File: src/rtl/sound_glu.sv
// sound_glu: host register window onto a DOC sound chip and its wave RAM.
// A single sequencer arbitrates between DOC wave fetches (priority) and
// one queued host data access, driving either the wave RAM port or the
// DOC register strobes.
//
// state | meaning
// IDLE  | no access in flight; picks wave fetch first, then queued host op
// WAVE  | wave RAM read for the DOC, waiting for ram_ack_i
// HRAM  | host read/write of wave RAM at the pointer, waiting for ram_ack_i
// HDOC  | host read/write of a DOC register, doc_cs_n_o held low for a fixed count
module sound_glu #(
  parameter int DOC_ACCESS_CYCLES = 2
) (
  input  logic        clk_i,
  input  logic        reset_i,
  input  logic        host_strobe_i,
  input  logic        host_we_i,
  input  logic [1:0]  host_addr_i,
  input  logic [7:0]  host_data_i,
  output logic [7:0]  host_data_o,
  output logic        doc_cs_n_o,
  output logic        doc_we_n_o,
  output logic [7:0]  doc_addr_o,
  output logic [7:0]  doc_data_o,
  input  logic [7:0]  doc_data_i,
  output logic [15:0] ram_addr_o,
  output logic        ram_rd_o,
  output logic        ram_wr_o,
  output logic [7:0]  ram_wdata_o,
  input  logic [7:0]  ram_rdata_i,
  input  logic        ram_ack_i,
  input  logic [15:0] wave_address_i,
  input  logic        wave_rd_i,
  output logic        wave_data_ready_o,
  output logic [7:0]  wave_data_o
);

  typedef enum logic [1:0] {S_IDLE, S_WAVE, S_HRAM, S_HDOC} state_t;

  localparam logic [3:0] DOC_LAST = 4'(DOC_ACCESS_CYCLES - 1);

  state_t      r_state;
  logic        r_busy;
  logic        r_ram_sel;
  logic        r_auto_inc;
  logic [3:0]  r_volume;
  logic [15:0] r_ptr;
  logic [7:0]  r_data;
  logic        r_op_pending;
  logic        r_op_we;
  logic        r_op_ram;
  logic        r_wave_pending;
  logic [15:0] r_wave_addr;
  logic [3:0]  r_cnt;
  logic        r_doc_cs_n;
  logic        r_doc_we_n;
  logic [7:0]  r_doc_addr;
  logic [7:0]  r_doc_data;
  logic [15:0] r_ram_addr;
  logic        r_ram_rd;
  logic        r_ram_wr;
  logic [7:0]  r_ram_wdata;
  logic        r_wave_ready;
  logic [7:0]  r_wave_data;

  wire         w_data_access = host_strobe_i && (host_addr_i == 2'd1) && !r_busy;
  wire         w_wave_accept = wave_rd_i && !r_wave_pending && (r_state != S_WAVE);

  // Host register file, pending request slots and the access sequencer.
  always_ff @(posedge clk_i) begin
    if (reset_i) begin
      r_state        <= S_IDLE;
      r_busy         <= 1'b0;
      r_ram_sel      <= 1'b0;
      r_auto_inc     <= 1'b0;
      r_volume       <= 4'd0;
      r_ptr          <= 16'd0;
      r_data         <= 8'd0;
      r_op_pending   <= 1'b0;
      r_op_we        <= 1'b0;
      r_op_ram       <= 1'b0;
      r_wave_pending <= 1'b0;
      r_wave_addr    <= 16'd0;
      r_cnt          <= 4'd0;
      r_doc_cs_n     <= 1'b1;
      r_doc_we_n     <= 1'b1;
      r_doc_addr     <= 8'd0;
      r_doc_data     <= 8'd0;
      r_ram_addr     <= 16'd0;
      r_ram_rd       <= 1'b0;
      r_ram_wr       <= 1'b0;
      r_ram_wdata    <= 8'd0;
      r_wave_ready   <= 1'b0;
      r_wave_data    <= 8'd0;
    end else begin
      r_wave_ready <= 1'b0;

      if (w_wave_accept) begin
        r_wave_pending <= 1'b1;
        r_wave_addr    <= wave_address_i;
      end

      case (r_state)
        S_IDLE: begin
          if (r_wave_pending) begin
            r_wave_pending <= 1'b0;
            r_ram_addr     <= r_wave_addr;
            r_ram_rd       <= 1'b1;
            r_state        <= S_WAVE;
          end else if (r_op_pending) begin
            r_op_pending <= 1'b0;
            if (r_op_ram) begin
              r_ram_addr  <= r_ptr;
              r_ram_wdata <= r_data;
              r_ram_rd    <= !r_op_we;
              r_ram_wr    <= r_op_we;
              r_state     <= S_HRAM;
            end else begin
              r_doc_addr <= r_ptr[7:0];
              r_doc_data <= r_data;
              r_doc_cs_n <= 1'b0;
              r_doc_we_n <= !r_op_we;
              r_cnt      <= DOC_LAST;
              r_state    <= S_HDOC;
            end
          end
        end
        S_WAVE: begin
          if (ram_ack_i) begin
            r_ram_rd     <= 1'b0;
            r_wave_data  <= ram_rdata_i;
            r_wave_ready <= 1'b1;
            r_state      <= S_IDLE;
          end
        end
        S_HRAM: begin
          if (ram_ack_i) begin
            r_ram_rd <= 1'b0;
            r_ram_wr <= 1'b0;
            if (!r_op_we) r_data <= ram_rdata_i;
            r_busy  <= 1'b0;
            if (r_auto_inc) r_ptr <= r_ptr + 16'd1;
            r_state <= S_IDLE;
          end
        end
        S_HDOC: begin
          if (r_cnt == 4'd0) begin
            r_doc_cs_n <= 1'b1;
            r_doc_we_n <= 1'b1;
            if (!r_op_we) r_data <= doc_data_i;
            r_busy  <= 1'b0;
            if (r_auto_inc) r_ptr <= r_ptr + 16'd1;
            r_state <= S_IDLE;
          end else begin
            r_cnt <= r_cnt - 4'd1;
          end
        end
        default: r_state <= S_IDLE;
      endcase

      // Host writes come last so an explicit pointer write beats auto-increment.
      if (host_strobe_i && host_we_i) begin
        case (host_addr_i)
          2'd0: begin
            r_ram_sel  <= host_data_i[6];
            r_auto_inc <= host_data_i[5];
            r_volume   <= host_data_i[3:0];
          end
          2'd2: r_ptr[7:0]  <= host_data_i;
          2'd3: r_ptr[15:8] <= host_data_i;
          default: ;
        endcase
      end

      if (w_data_access) begin
        r_busy       <= 1'b1;
        r_op_pending <= 1'b1;
        r_op_we      <= host_we_i;
        r_op_ram     <= r_ram_sel;
        if (host_we_i) r_data <= host_data_i;
      end
    end
  end

  // Combinational read-back of the selected host register.
  always_comb begin
    host_data_o = 8'd0;
    case (host_addr_i)
      2'd0: host_data_o = {r_busy, r_ram_sel, r_auto_inc, 1'b0, r_volume};
      2'd1: host_data_o = r_data;
      2'd2: host_data_o = r_ptr[7:0];
      2'd3: host_data_o = r_ptr[15:8];
      default: host_data_o = 8'd0;
    endcase
  end

  assign doc_cs_n_o        = r_doc_cs_n;
  assign doc_we_n_o        = r_doc_we_n;
  assign doc_addr_o        = r_doc_addr;
  assign doc_data_o        = r_doc_data;
  assign ram_addr_o        = r_ram_addr;
  assign ram_rd_o          = r_ram_rd;
  assign ram_wr_o          = r_ram_wr;
  assign ram_wdata_o       = r_ram_wdata;
  assign wave_data_ready_o = r_wave_ready;
  assign wave_data_o       = r_wave_data;

endmodule

File: config.mk
export PLATFORM = sky130hd
export DESIGN_NAME = sound_glu
export DESIGN_NICKNAME = d
export VERILOG_FILES = /design/src/rtl/sound_glu.sv
export SDC_FILE = /design/constraint.sdc
export NUM_CORES = 1
export LEC_CHECK = 0
export BUFFER_PORTS_ARGS = -buffer_cell sky130_fd_sc_hd__buf_2
export CORE_ASPECT_RATIO = 0.9
export CORE_UTILIZATION = 55
export CTS_CLUSTER_SIZE = 16
export DETAILED_ROUTE_END_ITERATION = 16
export PLACE_DENSITY_LB_ADDON = 0.2
export SYNTH_ARGS = -nofsm -noshare
export SYNTH_HDL_FRONTEND = slang
export SYNTH_SLANG_ARGS = --single-unit
File: constraint.sdc
create_clock -name clk_i -period 2.3 [get_ports clk_i]
set_clock_uncertainty 0.05 [all_clocks]
set_input_delay 0.575 -clock clk_i [delete_from_list [all_inputs] [get_ports clk_i]]
set_output_delay 0.575 -clock clk_i [all_outputs]
set_load 0.02 [all_outputs]
==> flow_summary.rst, run 1 <==
.. list-table::
   :header-rows: 1

   * - Metric
     - Value
   * - Status
     - finished, final reports clean
   * - Count of vias placed by the detailed router
     - 4978
   * - Max-capacitance violation count
     - 0
   * - H-tree lvl count
     - 3
   * - Synthesized area per cell
     - 8.609 sq um
   * - Worst Setup SP
     - host_addr_i[0]
   * - CTS Hold Buffers Added
     - 0
   * - Final critical-path share of the clock period
     - 0.9659
   * - Initial standard-cell utilization of the core
     - 0.5683
   * - Relative contribution of the clock network to total power
     - 0.232
   * - Bufs on Longest Clock Path
     - 2
   * - DRC violation count after routing
     - 0
   * - PostCTS Resize Cnt
     - 0
   * - Wire length of the first global-routing pass
     - 23070 um
   * - Hold path startpoint
     - wave_address_i[8]
   * - Post-synthesis sequential element count
     - 110
   * - CTS tree
     - yes
   * - P per Cell Area
     - 816.0 nW/um^2
   * - Final Hold Fails
     - 0
   * - Buffering stage count on the worst path with inverters included
     - 2
   * - Largest net degree at the start of global routing
     - 47
   * - Via-per-instance ratio
     - 5.969
   * - Post-route cell area
     - 6108 sq um
   * - Cell types with the largest area share after synthesis
     - sky130_fd_sc_hd__dfxtp_1, sky130_fd_sc_hd__nand2_1, sky130_fd_sc_hd__a21oi_1
   * - HPWL Detailed
     - 10850 um
   * - Path class of the lowest-slack min-delay path
     - in -> reg
   * - Die outline height
     - 94.32 um
   * - R2R Path Start
     - r_state[1]$_SDFFE_PP0P_
   * - Number of enable-type register cells in the synthesized netlist
     - 0
   * - Number of warning messages in the yosys log
     - 0
   * - Number of distinct library cells after synthesis
     - 64
   * - Critical-path top delay cell
     - sky130_fd_sc_hd__mux4_2
   * - Net Switching
     - 1828 uW
   * - Peak supply drop
     - 0.4428 mV
   * - Most instantiated cells after synthesis
     - sky130_fd_sc_hd__dfxtp_1, sky130_fd_sc_hd__nand2_1, sky130_fd_sc_hd__a21oi_1
   * - Number of nets in the final layout
     - 762
   * - Main flop type after synthesis
     - sky130_fd_sc_hd__dfxtp_1
   * - Cell-internal power
     - 3157 uW
   * - Number of cell rows
     - 33
   * - Antenna-violating nets left
     - 0
   * - Last weighted congestion value of the routability-driven placer
     - 0.9534
   * - WS Path Type
     - in -> out
   * - Core occupancy in the finished layout
     - 0.6664
   * - Area of placed instances
     - 5916 sq um
   * - Total number of clock tree sinks
     - 110
   * - Count of TritonRoute iterations in the first routing pass
     - 5
   * - Final count of pins violating max slew
     - 0
   * - Flop pwr share
     - 0.458
   * - Overflow left after global routing
     - 0
   * - Vias in the first global route
     - 4519
   * - Relative slew slack
     - 0.5396
   * - IO buf count
     - 108
   * - Total detailed-routing wirelength
     - 14960 um
   * - Number of nets in the synthesized netlist
     - 660
   * - Setup Total Neg Slack
     - 0 ns
   * - Routed WL per cell
     - 17.94 um
   * - Most frequent cell after synthesis
     - sky130_fd_sc_hd__dfxtp_1
   * - Floorplan die area
     - 9864 sq um
   * - Achievable Freq
     - 450.1 MHz
   * - Fraction of final layout cells sized beyond drive strength 1
     - 0.2500
   * - Combinational group share of total power
     - 0.311
   * - Count of buffers added by post-CTS timing repair for setup
     - 0
   * - Clock latency of the later-clocked register in the worst-skew pair
     - 0.38 ns
   * - Area inside the core boundary
     - 9166 sq um
   * - Antenna diode count
     - 0
   * - Final setup vio count
     - 0
   * - Cell Area, Synth
     - 5209 sq um
   * - Root buffer cell
     - sky130_fd_sc_hd__clkbuf_8
   * - Register area share after synthesis
     - 0.4228
   * - Arrival time at the worst endpoint
     - 1.60 ns
   * - Fraction of power spent switching nets
     - 0.3667
   * - Clk slew on worst S/H paths
     - 0.12 ns
   * - Slowest stage delay, CP
     - 0.58 ns
   * - RSZ-0062 raised after global routing
     - false
   * - Boundary Pins
     - 109
   * - Top cell type's share of synthesized area
     - 0.4228
   * - Overall die width
     - 104.6 um
   * - Num CTS Buffers
     - 9
   * - Total Routing Usage GR
     - 0.3033
   * - Leakage component of the power
     - 0.002417 uW
   * - Biggest fanout along the worst timing path
     - 12
   * - Antenna violations before repair
     - 0
   * - CP Launch Type
     - input pin
   * - Top cell type by total area after synthesis
     - sky130_fd_sc_hd__dfxtp_1
   * - Post-Syn Instances
     - 605
   * - Top cell family by delay on the critical path
     - multiplexers
   * - Series of cell instances along the critical path
     - buf_2, mux4_2, buf_2
   * - Initial detailed-routing violation count
     - 404
   * - Most numerous cell on the critical path
     - sky130_fd_sc_hd__buf_2
   * - Post-layout minimum cycle time
     - 2.222 ns
   * - Required time of the worst setup path
     - 1.67 ns
   * - Post-synthesis async set-or-reset flop share
     - 0
   * - Endpoint kind of the worst setup timing path
     - primary output
   * - Worst-margin pin slew
     - 0.6906 ns
   * - Area growth from synthesis to final layout
     - 17.27%
## sequential cells by signal (all words and copies together) (netlist names), 8 cells and up
register	cells
doc_addr_o	8
doc_data_o	8
r_data	8
r_ptr	16
r_wave_addr	16
ram_addr_o	16
ram_wdata_o	8
wave_data_o	8
## metal layers
metal / share of wire / routed length [um] / track usage / vias up
li1: - / - / - / 2363
met1: 0.44 / 6523 / 0.4105 / 2359
met2: 0.45 / 6754 / 0.4851 / 231
met3: 0.096 / 1440 / 0.05964 / 25
met4: 0.016 / 243 / 0.1080 / 0
met5: 0 / 0 / 0 / -
## power groups by stage
stage | Clock, uW | Sequential (uW) | Combinational (uW)
finish | 1150 | 2280 | 1550
CTS | 1180 | 2280 | 1530
global placement | 0 | 2310 | 1500
detailed placement | 0 | 2320 | 1530
global route | 1240 | 2300 | 1680
floorplan | 0 | 2380 | 971
## final cells by class
type                            instances  area [sq um]
Clock inverter                          6         65.06
Multi-Input combinational cell        438          2749
Tap cell                              122         152.6
Sequential cell                       110          2202
Inverter                               11         41.29
Clock buffer                           10         127.6
Timing Repair Buffer                  137         770.7
Fill cell                             788          3058
## worst min-delay path, stage by stage
cell	delay (ns)
sky130_fd_sc_hd__buf_2	0.10
sky130_fd_sc_hd__nand2_1	0.04
sky130_fd_sc_hd__a21oi_1	0.05
## cells by family (layout without fill, tap and decap cells)
logic type	count (synthesis)	count (layout)	share of synthesized area
and+or+nand+nor	244	244	0.2284
DFF	110	110	0.4228
muxes	43	43	0.1021
AOI/OAI and AO/OA	142	142	0.1758
buffers and inverters	57	164	0.05069
xor gates and xnor gates	2	2	0.003364
adders and majority gates	7	7	0.01681
## cells in the final DEF (no fill, tap or decap), types with 4 or more instances in the layout
cell / instances
sky130_fd_sc_hd__a311oi_1: 6
sky130_fd_sc_hd__or3_1: 4
sky130_fd_sc_hd__a221oi_1: 9
sky130_fd_sc_hd__clkbuf_8: 9
sky130_fd_sc_hd__mux4_2: 6
sky130_fd_sc_hd__nor3b_1: 12
sky130_fd_sc_hd__a211oi_1: 28
sky130_fd_sc_hd__or4_1: 4
sky130_fd_sc_hd__buf_4: 28
sky130_fd_sc_hd__nor2_1: 55
sky130_fd_sc_hd__nand2b_1: 7
sky130_fd_sc_hd__mux2i_1: 28
sky130_fd_sc_hd__ha_1: 7
sky130_fd_sc_hd__nand2_1: 108
sky130_fd_sc_hd__mux2_2: 8
sky130_fd_sc_hd__o211ai_1: 5
sky130_fd_sc_hd__inv_1: 11
sky130_fd_sc_hd__a21oi_1: 61
sky130_fd_sc_hd__buf_2: 108
sky130_fd_sc_hd__o21ai_0: 10
sky130_fd_sc_hd__nor3_1: 4
sky130_fd_sc_hd__dfxtp_1: 110
sky130_fd_sc_hd__nand3_1: 18
## metrics by stage
| step | instances | setup slack [ns] | power (uW) | hold slack [ns] |
|---|---|---|---|---|
| after floorplan | 605 | 0.1133 | 3356 | 0.3860 |
| after global placement | 818 | 0.1038 | 3806 | 0.3915 |
| after detailed placement | 818 | 0.09484 | 3846 | 0.3955 |
| after CTS | 834 | 0.07470 | 4991 | 0.3533 |
| after global routing | 834 | 0.003393 | 5225 | 0.3500 |
| final | 834 | 0.07849 | 4984 | 0.3671 |
## worst paths after layout
check | to | slack [ns] | cells after the start
min reg2reg | wave_data_o[3]$_SDFFE_PP0P_ | 0.41 | 2
max reg2reg | r_data[3]$_SDFF_PP0_ | 0.11 | 6
max | host_data_o[3] | 0.08 | 3
min | r_wave_addr[8]$_SDFFE_PP0P_ | 0.37 | 3
(Power assumes the default switching activity.)
==> run 2: changes to the inputs <==
Settings changed: ABC_AREA from default to 1, BUFFER_PORTS_ARGS -buffer_cell sky130_fd_sc_hd__buf_2 to -buffer_cell sky130_fd_sc_hd__clkbuf_2.
==> run 2 against run 1 <==
Against the previous run:
- wire length rose by 6.0%
- sequential share of layout area rose by 0.16 points
- via count rose by 9.1%
- synthesized area fell by 0.14%
- hold slack improved by 0.017 ns
- critical path type is now reg -> out
==> flow_summary.rst, run 2 <==
.. list-table::
   :header-rows: 1

   * - Metric
     - Value
   * - Number of nets in the synthesized netlist
     - 805 (was 660)
   * - Wire length of the first global-routing pass
     - 24980 um (was 23070 um)
   * - End of the worst hold path
     - r_wave_addr[14]$_SDFFE_PP0P_ (was r_wave_addr[8]$_SDFFE_PP0P_)
   * - Leakage component of the power
     - 0.002675 uW (was 0.002417 uW)
   * - PostCTS Resize Cnt
     - 0 (unchanged)
   * - Core occupancy in the finished layout
     - 0.6635 (was 0.6664)
   * - Routed WL per cell
     - 16.22 um (was 17.94 um)
   * - P per Cell Area
     - 867.9 nW/um^2 (was 816.0 nW/um^2)
   * - Relative slew slack
     - 0.5876 (was 0.5396)
   * - Final setup vio count
     - 0 (unchanged)
   * - CP Launch Type
     - flip-flop (was input pin)
   * - Count of buffers added by post-CTS timing repair for setup
     - 0 (unchanged)
   * - Number of enable-type register cells in the synthesized netlist
     - 0 (unchanged)
   * - Worst R2R Setup Slack
     - 0.39 ns (was 0.11 ns)
   * - CTS Hold Buffers Added
     - 0 (unchanged)
   * - Most common cell after layout, fill and taps aside
     - sky130_fd_sc_hd__o21ai_0 (was sky130_fd_sc_hd__dfxtp_1)
   * - R2R cell count
     - 8 (was 6)
   * - Buffering stage count on the worst path with inverters included
     - 2 (unchanged)
   * - Floorplan die area
     - 9850 sq um (was 9864 sq um)
   * - Placed cell count
     - 962 (was 818)
   * - Total number of clock tree sinks
     - 110 (unchanged)
   * - Antenna-violating nets left
     - 0 (unchanged)
   * - Count of TritonRoute iterations in the first routing pass
     - 6 (was 5)
   * - Most frequent cell after synthesis
     - sky130_fd_sc_hd__o21ai_0 (was sky130_fd_sc_hd__dfxtp_1)
   * - Clock latency of the later-clocked register in the worst-skew pair
     - 0.39 ns (was 0.38 ns)
   * - Post-Syn Instances
     - 750 (was 605)
   * - Vias in the first global route
     - 4809 (was 4519)
   * - Total Routing Usage GR
     - 0.3304 (was 0.3033)
   * - R2R Path Start
     - r_state[0]$_SDFFE_PP0P_ (was r_state[1]$_SDFFE_PP0P_)
   * - Post-synthesis async set-or-reset flop share
     - 0 (unchanged)
   * - CTS tree
     - yes (unchanged)
   * - Top cell type by total area after synthesis
     - sky130_fd_sc_hd__dfxtp_1 (unchanged)
   * - WS Path Type
     - reg -> out (was in -> out)
   * - Status
     - finished, final reports clean (unchanged)
   * - Antenna violations before repair
     - 0 (unchanged)
   * - Endpoint of the worst register-to-register path
     - ram_addr_o[14]$_SDFFE_PP0P_ (was r_data[3]$_SDFF_PP0_)
   * - Cell Area, Synth
     - 5201 sq um (was 5209 sq um)
   * - Largest net degree at the start of global routing
     - 50 (was 47)
   * - XOR/XNOR Fraction of Synth Area
     - 0.003368 (was 0.003363)
   * - Final critical-path share of the clock period
     - 0.9368 (was 0.9659)
   * - Top cell family by delay on the critical path
     - compound AO/OA/AOI/OAI gates (was multiplexers)
   * - Root buffer cell
     - sky130_fd_sc_hd__clkbuf_8 (unchanged)
   * - Series of cell instances along the critical path
     - inv_1, o22ai_1, a21oi_1, o21ai_0, clkbuf_2 (was buf_2, mux4_2, buf_2)
   * - Number of nets in the final layout
     - 906 (was 762)
   * - Number of cell rows
     - 33 (unchanged)
   * - Worst-case hold slack
     - 0.3842 ns (was 0.3671 ns)
   * - Initial detailed-routing violation count
     - 537 (was 404)
   * - Leading cell types in the layout, fill and taps excluded
     - sky130_fd_sc_hd__o21ai_0, sky130_fd_sc_hd__nor2_1, sky130_fd_sc_hd__nand2_1, sky130_fd_sc_hd__dfxtp_1, sky130_fd_sc_hd__clkbuf_2 (was sky130_fd_sc_hd__dfxtp_1, sky130_fd_sc_hd__nand2_1, sky130_fd_sc_hd__buf_2, sky130_fd_sc_hd__a21oi_1, sky130_fd_sc_hd__nor2_1)
   * - RSZ-0062 raised after global routing
     - false (unchanged)
   * - Cell types with the largest area share after synthesis
     - sky130_fd_sc_hd__dfxtp_1, sky130_fd_sc_hd__o21ai_0, sky130_fd_sc_hd__nor2_1 (was sky130_fd_sc_hd__dfxtp_1, sky130_fd_sc_hd__nand2_1, sky130_fd_sc_hd__a21oi_1)
   * - Achievable Freq
     - 464.1 MHz (was 450.1 MHz)
   * - Setup Total Neg Slack
     - 0 ns (unchanged)
   * - Arithmetic-cell share of the synthesized area counting full adders, half adders and majority gates
     - 0.01684 (was 0.01681)
   * - Hold path startpoint
     - wave_address_i[14] (was wave_address_i[8])
   * - Final count of pins violating max slew
     - 0 (unchanged)
   * - Antenna diode count
     - 0 (unchanged)
   * - Number of warning messages in the yosys log
     - 0 (unchanged)
   * - Fill cell total of the finished layout
     - 842 (was 788)
   * - Max-capacitance violation count
     - 0 (unchanged)
   * - Overflow left after global routing
     - 0 (unchanged)
   * - Count of vias placed by the detailed router
     - 5430 (was 4978)
   * - Post-layout minimum cycle time
     - 2.155 ns (was 2.222 ns)
   * - Via-per-instance ratio
     - 5.552 (was 5.969)
   * - Clk slew on worst S/H paths
     - 0.11 ns (was 0.12 ns)
   * - Overall die width
     - 104.5 um (was 104.6 um)
   * - Last weighted congestion value of the routability-driven placer
     - 0.9165 (was 0.9534)
   * - Biggest fanout along the worst timing path
     - 4 (was 12)
   * - IO buf count
     - 108 (unchanged)
   * - Post-route cell area
     - 6082 sq um (was 6108 sq um)
   * - Path class of the lowest-slack min-delay path
     - in -> reg (unchanged)
   * - Slowest stage delay, CP
     - 0.34 ns (was 0.58 ns)
   * - Arrival time at the worst endpoint
     - 1.53 ns (was 1.60 ns)
   * - Final Hold Fails
     - 0 (unchanged)
   * - Number of distinct library cells after synthesis
     - 33 (was 64)
   * - Largest family of logic cells by synthesized area
     - compound AO/OA/AOI/OAI gates (was simple AND/OR/NAND/NOR gates)
   * - Critical-path top delay cell
     - sky130_fd_sc_hd__dfxtp_1 (was sky130_fd_sc_hd__mux4_2)
   * - Most instantiated cells after synthesis
     - sky130_fd_sc_hd__o21ai_0, sky130_fd_sc_hd__nor2_1, sky130_fd_sc_hd__nand2_1 (was sky130_fd_sc_hd__dfxtp_1, sky130_fd_sc_hd__nand2_1, sky130_fd_sc_hd__a21oi_1)
   * - Required time of the worst setup path
     - 1.67 ns (about the same)
   * - Boundary Pins
     - 109 (unchanged)
   * - Top cell type's share of synthesized area
     - 0.4234 (was 0.4228)
   * - Total detailed-routing wirelength
     - 15860 um (was 14960 um)
   * - H-tree lvl count
     - 3 (unchanged)
   * - Area of placed instances
     - 5853 sq um (was 5916 sq um)
   * - Fraction of final layout cells sized beyond drive strength 1
     - 0.1904 (was 0.2500)
   * - Worst-margin pin slew
     - 0.6185 ns (was 0.6906 ns)
   * - Main flop type after synthesis
     - sky130_fd_sc_hd__dfxtp_1 (unchanged)
   * - DRC violation count after routing
     - 0 (unchanged)
   * - Synthesized-area fraction occupied by and/or/nand/nor cells
     - 0.2348 (was 0.2284)
   * - Post-synthesis sequential element count
     - 110 (unchanged)
   * - Num CTS Buffers
     - 9 (unchanged)
   * - Bufs on Longest Clock Path
     - 2 (unchanged)
   * - Compound-gate portion of the synthesized area
     - 0.2434 (was 0.1758)
   * - Area inside the core boundary
     - 9166 sq um (unchanged)
   * - Mux cell area share after synthesis
     - 0 (was 0.1021)
   * - Die outline height
     - 94.26 um (was 94.32 um)
   * - Post-Layout Cell Count
     - 978 (was 834)
   * - Peak supply drop
     - 0.6184 mV (was 0.4428 mV)
   * - Initial standard-cell utilization of the core
     - 0.5674 (was 0.5683)
   * - Area growth from synthesis to final layout
     - 16.94% (was 17.27%)
   * - Register area share after synthesis
     - 0.4234 (was 0.4228)
   * - Synthesized area per cell
     - 6.935 sq um (was 8.609 sq um)
   * - Endpoint kind of the worst setup timing path
     - primary output (unchanged)
   * - HPWL Detailed
     - 11740 um (was 10850 um)
   * - Number of stages on the worst hold path
     - 3 (unchanged)
==> run 2: kinds of logic (layout without fill, tap and decap cells) <==
kind of cell    count (synthesis)  count (layout)
simple gates                  290             290
compound gates                242             242
flops                         110             110
buf+inv                        99             205
fa+ha+maj                       7               7
xor+xnor                        2               2
==> run 2: area by class of cell <==
cell class,instances,area [sq um],area share
Clock buffer,9,123.9,0.02037
Clock inverter,7,105.1,0.01728
Inverter,68,255.2,0.04197
Multi-Input combinational cell,541,2592,0.4263
Sequential cell,110,2202,0.3621
Tap cell,122,152.6,0.02510
Timing Repair Buffer,121,650.6,0.1070
==> run 2: worst max-delay path by stage <==
stage                                   start        endpoint  slack [ns]  cells after the start
after CTS                 r_ptr[5]$_SDFF_PP0_  host_data_o[5]        0.17                      5
after global placement         host_addr_i[1]  host_data_o[5]        0.23                      6
final                     r_ptr[5]$_SDFF_PP0_  host_data_o[5]        0.15                      5
after detailed placement       host_addr_i[1]  host_data_o[5]        0.21                      6
after global routing      r_ptr[5]$_SDFF_PP0_  host_data_o[5]        0.08                      5
after floorplan                host_addr_i[1]  host_data_o[5]        0.23                      3
==> run 2: metal layers <==
layer  wire length [um]  share of wire  track usage  up-vias
li1                   -              -            -     2689
met1               7205           0.45       0.4440     2485
met2               7140           0.45       0.5237      232
met3               1157          0.073      0.07351       24
met4                360          0.023       0.1119        0
met5                  0              0            0        -
==> run 2: per-stage QoR <==
step / power, uW / setup slack (ns)
6_report: 5279 / 0.1452
5_1_grt: 5598 / 0.07938
4_1_cts: 5281 / 0.1668
3_5_place_dp: 3967 / 0.2129
3_3_place_gp: 3914 / 0.2281
2_1_floorplan: 3448 / 0.2301
==> run 2: where the power goes <==
group / total (uW) / switching [uW] / internal [uW]
Combinational: 1650 / 1150 / 503
Clock: 1320 / 689 / 628
Sequential: 2310 / 166 / 2150
==> run 2: worst register-to-register path, cell delays in order, from the launching register on <==
cell	delay, ns
sky130_fd_sc_hd__dfxtp_1	0.39
sky130_fd_sc_hd__inv_1	0.10
sky130_fd_sc_hd__ha_1	0.28
sky130_fd_sc_hd__inv_1	0.15
sky130_fd_sc_hd__nor2_1	0.09
sky130_fd_sc_hd__o21ai_2	0.25
sky130_fd_sc_hd__inv_2	0.27
sky130_fd_sc_hd__nor2_1	0.17
sky130_fd_sc_hd__nor2_1	0.06
